===== src/rtl/uart_rx_pkt_pkg.sv =====
`default_nettype none
// ============================================================================
// Module      : uart_rx_pkt_pkg
// Description : Shared definitions for the UART packet receiver: FSM state
//               encodings, frame header constant, error codes and a constant
//               width helper.
// Revision    : 1.0 - initial release
// ============================================================================
package uart_rx_pkt_pkg;

    // Frame receiver states
    typedef enum logic [2:0] {
        ST_IDLE    = 3'd0,
        ST_LEN     = 3'd1,
        ST_PAYLOAD = 3'd2,
        ST_CHECK   = 3'd3,
        ST_READY   = 3'd4
    } state_t;

    // Start-of-frame marker
    localparam logic [7:0] c_header = 8'hA5;

    // Error codes reported on errCode
    localparam logic [1:0] c_err_none    = 2'b00;
    localparam logic [1:0] c_err_len     = 2'b01;
    localparam logic [1:0] c_err_timeout = 2'b10;
    localparam logic [1:0] c_err_chk     = 2'b11;

    // Bits needed to index 'value' entries (equals $clog2 for value > 1,
    // never returns 0 so vectors built from it stay legal)
    function automatic int width_of(input int value);
        int w;
        w = 1;
        while ((1 << w) < value) begin
            w = w + 1;
        end
        return w;
    endfunction

endpackage : uart_rx_pkt_pkg
`default_nettype wire


===== src/rtl/uart_rx_pkt_buf.sv =====
`default_nettype none
// ============================================================================
// Module      : uart_rx_pkt_buf
// Description : Payload buffer, MAX_PAYLOAD entries of DATAWIDTH_BUS bits.
//               Synchronous write, asynchronous read; out-of-range reads
//               return zero and out-of-range writes are discarded.
// Revision    : 1.0 - initial release
// ============================================================================
module uart_rx_pkt_buf
    import uart_rx_pkt_pkg::*;
#(
    parameter int DATAWIDTH_BUS = 8,
    parameter int MAX_PAYLOAD   = 16
) (
    input  logic                     clk,
    input  logic                     i_wr_en,
    input  logic [4:0]               i_wr_addr,
    input  logic [DATAWIDTH_BUS-1:0] i_wr_data,
    input  logic [4:0]               i_rd_addr,
    output logic [DATAWIDTH_BUS-1:0] o_rd_data
);

    localparam int              c_aw    = width_of(MAX_PAYLOAD);
    localparam logic [5:0]      c_depth = 6'(MAX_PAYLOAD);

    logic [DATAWIDTH_BUS-1:0] r_mem [MAX_PAYLOAD];
    logic                     w_wr_in_range;
    logic                     w_rd_in_range;

    assign w_wr_in_range = ({1'b0, i_wr_addr} < c_depth);
    assign w_rd_in_range = ({1'b0, i_rd_addr} < c_depth);

    // Store one payload byte per write strobe
    always_ff @(posedge clk) begin
        if (i_wr_en && w_wr_in_range) begin
            r_mem[i_wr_addr[c_aw-1:0]] <= i_wr_data;
        end
    end

    assign o_rd_data = w_rd_in_range ? r_mem[i_rd_addr[c_aw-1:0]] : '0;

endmodule : uart_rx_pkt_buf
`default_nettype wire


===== src/rtl/uart_rx_pkt_ctrl.sv =====
`default_nettype none
// ============================================================================
// Module      : uart_rx_pkt_ctrl
// Description : Frame assembler behind a UART byte receiver. Accepts
//               A5, LEN, LEN payload bytes [, CHK], validates the frame and
//               holds it for the consumer until frameAck. Reports bad length,
//               inter-byte timeout and checksum errors, and flags bytes
//               dropped while a frame is held.
//               Optional feature macro: UART_RX_PKT_CHECKSUM_EN
//               (defined: trailing XOR checksum byte is expected and checked).
// Revision    : 1.0 - initial release
// ============================================================================
module uart_rx_pkt_ctrl
    import uart_rx_pkt_pkg::*;
#(
    parameter int DATAWIDTH_BUS  = 8,
    parameter int MAX_PAYLOAD    = 16,
    parameter int TIMEOUT_CYCLES = 8680
) (
    input  logic                     UART_RX_PKT_CLOCK_50,
    input  logic                     UART_RX_PKT_RESET_InHigh,
    input  logic                     UART_RX_PKT_newData_In,
    input  logic [DATAWIDTH_BUS-1:0] UART_RX_PKT_data_In,
    input  logic                     UART_RX_PKT_frameAck_In,
    input  logic [4:0]               UART_RX_PKT_rdAddr_In,
    output logic                     UART_RX_PKT_frameReady_Out,
    output logic [4:0]               UART_RX_PKT_frameLen_Out,
    output logic [DATAWIDTH_BUS-1:0] UART_RX_PKT_rdData_Out,
    output logic                     UART_RX_PKT_error_Out,
    output logic [1:0]               UART_RX_PKT_errCode_Out,
    output logic                     UART_RX_PKT_overrun_Out
);

    localparam int                       c_to_w     = width_of(TIMEOUT_CYCLES);
    localparam logic [c_to_w-1:0]        c_to_limit = c_to_w'(TIMEOUT_CYCLES - 1);
    localparam logic [DATAWIDTH_BUS-1:0] c_hdr_word = DATAWIDTH_BUS'(c_header);
    localparam logic [DATAWIDTH_BUS-1:0] c_max_len  = DATAWIDTH_BUS'(MAX_PAYLOAD);

    // Registered state
    state_t              r_state;
    logic [4:0]          r_len;
    logic [4:0]          r_idx;
    logic [c_to_w-1:0]   r_to_cnt;
    logic                r_err;
    logic [1:0]          r_err_code;
    logic                r_ovr;
`ifdef UART_RX_PKT_CHECKSUM_EN
    logic [7:0]          r_chk;
    logic                w_chk_ok;
`endif

    // Next-state and control decode
    state_t              w_state_nxt;
    logic                w_strobe;
    logic                w_is_hdr;
    logic                w_len_bad;
    logic                w_last_byte;
    logic                w_active;
    logic                w_to_hit;
    logic                w_wr_en;
    logic                w_len_ld;
    logic                w_idx_inc;
    logic                w_err_set;
    logic [1:0]          w_err_code;
    logic                w_ovr_set;
    logic                w_ready;
    logic                w_rd_valid;
    logic [DATAWIDTH_BUS-1:0] w_buf_rd;

    assign w_strobe    = UART_RX_PKT_newData_In;
    assign w_is_hdr    = (UART_RX_PKT_data_In == c_hdr_word);
    assign w_len_bad   = (UART_RX_PKT_data_In == '0) || (UART_RX_PKT_data_In > c_max_len);
    assign w_last_byte = (r_idx == (r_len - 5'd1));
    assign w_active    = (r_state == ST_LEN) || (r_state == ST_PAYLOAD) || (r_state == ST_CHECK);
    // A strobe on the limit cycle wins over the timeout
    assign w_to_hit    = w_active && !w_strobe && (r_to_cnt == c_to_limit);
`ifdef UART_RX_PKT_CHECKSUM_EN
    assign w_chk_ok    = (UART_RX_PKT_data_In[7:0] == r_chk);
`endif

    // State register
    always_ff @(posedge UART_RX_PKT_CLOCK_50 or posedge UART_RX_PKT_RESET_InHigh) begin
        if (UART_RX_PKT_RESET_InHigh) begin
            r_state <= ST_IDLE;
        end else begin
            r_state <= w_state_nxt;
        end
    end

    // Next-state logic and per-cycle control strobes
    always_comb begin
        w_state_nxt = r_state;
        w_wr_en     = 1'b0;
        w_len_ld    = 1'b0;
        w_idx_inc   = 1'b0;
        w_err_set   = 1'b0;
        w_err_code  = c_err_none;
        w_ovr_set   = 1'b0;
        case (r_state)
            ST_IDLE: begin
                if (w_strobe && w_is_hdr) begin
                    w_state_nxt = ST_LEN;
                end
            end
            ST_LEN: begin
                if (w_strobe) begin
                    if (w_len_bad) begin
                        w_err_set   = 1'b1;
                        w_err_code  = c_err_len;
                        w_state_nxt = ST_IDLE;
                    end else begin
                        w_len_ld    = 1'b1;
                        w_state_nxt = ST_PAYLOAD;
                    end
                end else if (w_to_hit) begin
                    w_err_set   = 1'b1;
                    w_err_code  = c_err_timeout;
                    w_state_nxt = ST_IDLE;
                end
            end
            ST_PAYLOAD: begin
                if (w_strobe) begin
                    w_wr_en   = 1'b1;
                    w_idx_inc = 1'b1;
                    if (w_last_byte) begin
`ifdef UART_RX_PKT_CHECKSUM_EN
                        w_state_nxt = ST_CHECK;
`else
                        w_state_nxt = ST_READY;
`endif
                    end
                end else if (w_to_hit) begin
                    w_err_set   = 1'b1;
                    w_err_code  = c_err_timeout;
                    w_state_nxt = ST_IDLE;
                end
            end
`ifdef UART_RX_PKT_CHECKSUM_EN
            ST_CHECK: begin
                if (w_strobe) begin
                    if (w_chk_ok) begin
                        w_state_nxt = ST_READY;
                    end else begin
                        w_err_set   = 1'b1;
                        w_err_code  = c_err_chk;
                        w_state_nxt = ST_IDLE;
                    end
                end else if (w_to_hit) begin
                    w_err_set   = 1'b1;
                    w_err_code  = c_err_timeout;
                    w_state_nxt = ST_IDLE;
                end
            end
`endif
            ST_READY: begin
                // The held frame is never overwritten; any byte is dropped
                if (w_strobe) begin
                    w_ovr_set = 1'b1;
                end
                if (UART_RX_PKT_frameAck_In) begin
                    w_state_nxt = ST_IDLE;
                end
            end
            default: begin
                w_state_nxt = ST_IDLE;
            end
        endcase
    end

    // Length, index, timeout counter and status pulses
    always_ff @(posedge UART_RX_PKT_CLOCK_50 or posedge UART_RX_PKT_RESET_InHigh) begin
        if (UART_RX_PKT_RESET_InHigh) begin
            r_len      <= '0;
            r_idx      <= '0;
            r_to_cnt   <= '0;
            r_err      <= 1'b0;
            r_err_code <= c_err_none;
            r_ovr      <= 1'b0;
        end else begin
            r_err <= w_err_set;
            r_ovr <= w_ovr_set;
            if (w_err_set) begin
                r_err_code <= w_err_code;
            end
            if (w_len_ld) begin
                r_len <= UART_RX_PKT_data_In[4:0];
            end
            if (w_len_ld) begin
                r_idx <= '0;
            end else if (w_idx_inc) begin
                r_idx <= r_idx + 5'd1;
            end
            // Counter only runs inside a frame and is cleared before it can wrap
            if (w_active && !w_strobe && !w_to_hit) begin
                r_to_cnt <= r_to_cnt + 1'b1;
            end else begin
                r_to_cnt <= '0;
            end
        end
    end

`ifdef UART_RX_PKT_CHECKSUM_EN
    // Running XOR of LEN and payload bytes, restarted every frame
    always_ff @(posedge UART_RX_PKT_CLOCK_50 or posedge UART_RX_PKT_RESET_InHigh) begin
        if (UART_RX_PKT_RESET_InHigh) begin
            r_chk <= '0;
        end else begin
            case (r_state)
                ST_IDLE:    r_chk <= '0;
                ST_LEN:     if (w_strobe) r_chk <= UART_RX_PKT_data_In[7:0];
                ST_PAYLOAD: if (w_strobe) r_chk <= r_chk ^ UART_RX_PKT_data_In[7:0];
                default:    r_chk <= r_chk;
            endcase
        end
    end
`endif

    uart_rx_pkt_buf #(
        .DATAWIDTH_BUS (DATAWIDTH_BUS),
        .MAX_PAYLOAD   (MAX_PAYLOAD)
    ) u_buf (
        .clk       (UART_RX_PKT_CLOCK_50),
        .i_wr_en   (w_wr_en),
        .i_wr_addr (r_idx),
        .i_wr_data (UART_RX_PKT_data_In),
        .i_rd_addr (UART_RX_PKT_rdAddr_In),
        .o_rd_data (w_buf_rd)
    );

    assign w_ready    = (r_state == ST_READY);
    assign w_rd_valid = w_ready && (UART_RX_PKT_rdAddr_In < r_len);

    assign UART_RX_PKT_frameReady_Out = w_ready;
    assign UART_RX_PKT_frameLen_Out   = w_ready ? r_len : 5'd0;
    assign UART_RX_PKT_rdData_Out     = w_rd_valid ? w_buf_rd : '0;
    assign UART_RX_PKT_error_Out      = r_err;
    assign UART_RX_PKT_errCode_Out    = r_err_code;
    assign UART_RX_PKT_overrun_Out    = r_ovr;

endmodule : uart_rx_pkt_ctrl
`default_nettype wire


===== config.mk =====
export PLATFORM = sky130hd
export DESIGN_NAME = uart_rx_pkt_ctrl
export DESIGN_NICKNAME = d
export VERILOG_FILES = /design/src/rtl/uart_rx_pkt_pkg.sv /design/src/rtl/uart_rx_pkt_buf.sv /design/src/rtl/uart_rx_pkt_ctrl.sv
export SDC_FILE = /design/constraint.sdc
export NUM_CORES = 1
export LEC_CHECK = 0
export ABC_CLOCK_PERIOD_IN_PS = 4200
export CAP_MARGIN = 0
export CORE_ASPECT_RATIO = 2
export CORE_MARGIN = 1.5
export CORE_UTILIZATION = 65
export CTS_BUF_LIST = sky130_fd_sc_hd__clkbuf_4 sky130_fd_sc_hd__clkbuf_8
export DETAILED_ROUTE_END_ITERATION = 10
export HOLD_SLACK_MARGIN = 0.08
export PLACE_DENSITY = 0.91
export SLEW_MARGIN = 20
export SYNTH_ARGS = -nofsm -noshare
export SYNTH_HDL_FRONTEND = slang
export SYNTH_SLANG_ARGS = --single-unit

===== constraint.sdc =====
create_clock -name UART_RX_PKT_CLOCK_50 -period 4.2 [get_ports UART_RX_PKT_CLOCK_50]
set_input_delay 0.63 -clock UART_RX_PKT_CLOCK_50 [delete_from_list [all_inputs] [get_ports UART_RX_PKT_CLOCK_50]]
set_output_delay 0.63 -clock UART_RX_PKT_CLOCK_50 [all_outputs]
set_load 0.05 [all_outputs]

==> metrics.txt <==
Post-DP HPWL=10,300 microns; CTS buffer count=17; DRT Pass-1 Iters=5; Hold Path Class=reg2reg; Reg-to-Reg Start=r_state[2]; Setup TNS=0 ns; relative slew slack=32.0%; switching power=0.657 mW; asr flop ratio synth=19.5%; via-per-instance ratio=6.52; Die Width=75.3 microns; mean post-synth cell area=15.4 sq um; power share of the combinational group=5.7%; Switching Share=21.7%; CP max-delay cell=nor2b_1; CP max stage delay=0.64 ns; crit start category=input pin; largest net degree at the start of global routing=41; Top delay family on crit path=buffers and inverters; worst-case hold path end point=r_to_cnt[0]; Main synth FF type=edfxtp_1; PwrDens=387 nW/um^2; Fin. Hold Viols=0; Clock Skew=0.0129 ns; peak supply drop=312 uV; status=finished, final reports clean; met1 usage=34.1%; leading cell type in the layout, fill and taps excluded=edfxtp_1; Final GP Congestion=0.918; Slew Limit Fails=0; Worst Max-Slew Pin Slew=1.02 ns; remaining antenna violation count=0; HP Start=r_to_cnt[0]; n_diodes=0; flop-to-flop setup slack=1.55 ns; IO Pins=35; share of cells above drive strength 1=17.8%; cell depth of the worst min-delay path=1; Synth cell types=43; Critical Path RT=3.57 ns; most frequent cells in the layout=128 x edfxtp_1, 44 x nor2_1, 31 x dfrtp_1; CP Class=in2out; met2 usage=51.2%; post-route clock period utilization=86.0%; gr busiest metal=met2; final setup violation count=0; leakage power=2.79 nW; final setup margin=0.588 ns; initial antenna violation count=0; RSZ-0062 raised after global routing=false; CP max FO=20; EDFF count, synth=128; cell count after synthesis=441; part of the power in registers=56.4%; syn_nets=468; R2R depth=4; crit end category=output port; Reg-to-Reg End=u_buf.r_mem[12][6]; postcts setup bufs=0; Initial Utilization=67.0%; Area growth, synth to finish=15.2%; clock root cell=clkbuf_8; Cell Int Power=2.37 mW; sequential share of the synthesized area=67.9%; Nets=519; DIE AREA=11,100 sq um; Buf+Inv Stages, Crit Path=3; max_cap viols=0; synthesis-stage register bit count=159; Cell Area, Synth=6800 sq um; CP Cell Sequence=clkdlybuf4s50_1, buf_4, nor2b_1, a22oi_1, a221oi_1, buf_12; met3 Use GR=7.98%; I/O Buffers=34; hold buffers post-CTS=0; Clock Power Share=37.9%; synth warn=0; post-place setup slack=0.710 ns; first-pass GRT wire length=23,500 microns; Cell Rows=52; total gr overflow=0; Clock Latency Late Sink=0.44 ns; Die Height=148 microns; CTS sink cnt=159; Total Wirelength=15,300 microns; vias in the first global route=4,382; WP depth=6; Post-CTS Resized=0; Total GRT Usage=30.3%; DRC viols=0; CTS tree=done; min cycle time layout=3.61 ns; crit path DAT=2.98 ns; routed length per placed instance=23.9 microns; Worst-path clk slew=0.08 ns; CTS H-tree lvls=4; Fmax=277 MHz; DR iter-0 viols=451; via count=4,174; Core Area=10,100 sq um; clk buf depth=2
[per-stage QoR]
step / util [%] / power, mW / instance area [sq um] / hold WS (ns) / instances
floorplan: - / 1.84 / 6800 / 0.433 / 441
global placement: 73.1 / 1.90 / 7420 / 0.446 / 608
detailed placement: 73.1 / 1.91 / 7420 / 0.455 / 608
CTS: 77.2 / 3.05 / 7840 / 0.467 / 640
global route: 77.2 / 3.11 / 7840 / 0.492 / 640
finish: 77.2 / 3.03 / 7840 / 0.470 / 640
[synth_stat cells (2+ instances only)]
library cell | count | area, sq um
o21ai_1 | 6 | 30.0
mux2i_1 | 17 | 170
a21oi_1 | 7 | 35.0
a22o_1 | 5 | 43.8
dfrtp_1 | 31 | 776
and3_1 | 8 | 50.1
clkbuf_1 | 10 | 37.5
nor4_1 | 2 | 12.5
nand2b_1 | 6 | 37.5
a21o_1 | 3 | 22.5
mux4_2 | 24 | 541
nand2_1 | 26 | 97.6
edfxtp_1 | 128 | 3840
xor2_1 | 13 | 114
or3_1 | 3 | 18.8
a221oi_1 | 7 | 61.3
nor3_1 | 9 | 45.0
nor2b_1 | 7 | 43.8
nand4_1 | 3 | 18.8
buf_2 | 3 | 15.0
o21ai_0 | 2 | 10.0
nor2_1 | 44 | 165
inv_1 | 11 | 41.3
buf_1 | 2 | 7.51
ha_1 | 10 | 125
a22oi_1 | 4 | 30.0
xnor2_1 | 11 | 96.3
a31oi_1 | 5 | 31.3
a211oi_1 | 6 | 45.0
buf_6 | 4 | 45.0
nand3_1 | 12 | 60.1
[area by class of cell]
type	count	area (sq um)
multi-input cells	252	2040
repair buffers	51	556
clock inverters	13	164
clock buffers	19	249
well taps	135	169
inverters	11	41.3
fillers	556	2310
flip-flops and latches	159	4620
[worst max-delay path by stage]
stage	from	end	slack [ns]
finish	UART_RX_PKT_rdAddr_In[0]	UART_RX_PKT_rdData_Out[6]	0.59
global route	UART_RX_PKT_rdAddr_In[0]	UART_RX_PKT_rdData_Out[4]	0.52
CTS	UART_RX_PKT_rdAddr_In[0]	UART_RX_PKT_rdData_Out[4]	0.62
detailed placement	UART_RX_PKT_rdAddr_In[0]	UART_RX_PKT_rdData_Out[4]	0.71
global placement	UART_RX_PKT_rdAddr_In[0]	UART_RX_PKT_rdData_Out[5]	0.80
floorplan	r_state[1]	UART_RX_PKT_rdData_Out[0]	0.33
[worst reg2reg max path: stages (launching register included)]
cell	delay [ns]
dfrtp_1	0.54
nand2b_1	0.30
nor3_1	0.40
nand2_1	0.22
nor2_1	0.81
[logic make-up (layout without fill, tap and decap cells)]
group / after synthesis / in the layout / synth area share, %
and+or+nand+nor: 130 / 130 / 9.80
muxes: 41 / 41 / 10.4
DFF: 159 / 159 / 67.9
AOI/OAI and AO/OA: 47 / 47 / 4.78
buffers and inverters: 30 / 94 / 2.15
xor gates and xnor gates: 24 / 24 / 3.09
adders and majority gates: 10 / 10 / 1.84
[sequential cells by signal, indices dropped and copies added, names as in the netlist]
name                     flops
r_state                      3
r_idx                        5
u_buf.r_mem                128
r_to_cnt                    14
UART_RX_PKT_overrun_Out      1
r_len                        5
UART_RX_PKT_errCode_Out      2
UART_RX_PKT_error_Out        1
[power groups by stage]
stage	sequential [mW]	combinational, mW	clock, mW
floorplan	1.75	0.0930	0
global placement	1.74	0.161	0
detailed placement	1.74	0.169	0
CTS	1.71	0.172	1.17
global route	1.71	0.185	1.22
finish	1.71	0.173	1.15
[metal layers]
layer | vias up | wire (microns)
met5 | - | 0
met4 | 0 | 838
met3 | 76 | 1030
met2 | 255 | 8440
met1 | 2057 | 5010
li1 | 1786 | -
(Power assumes the default switching activity.)
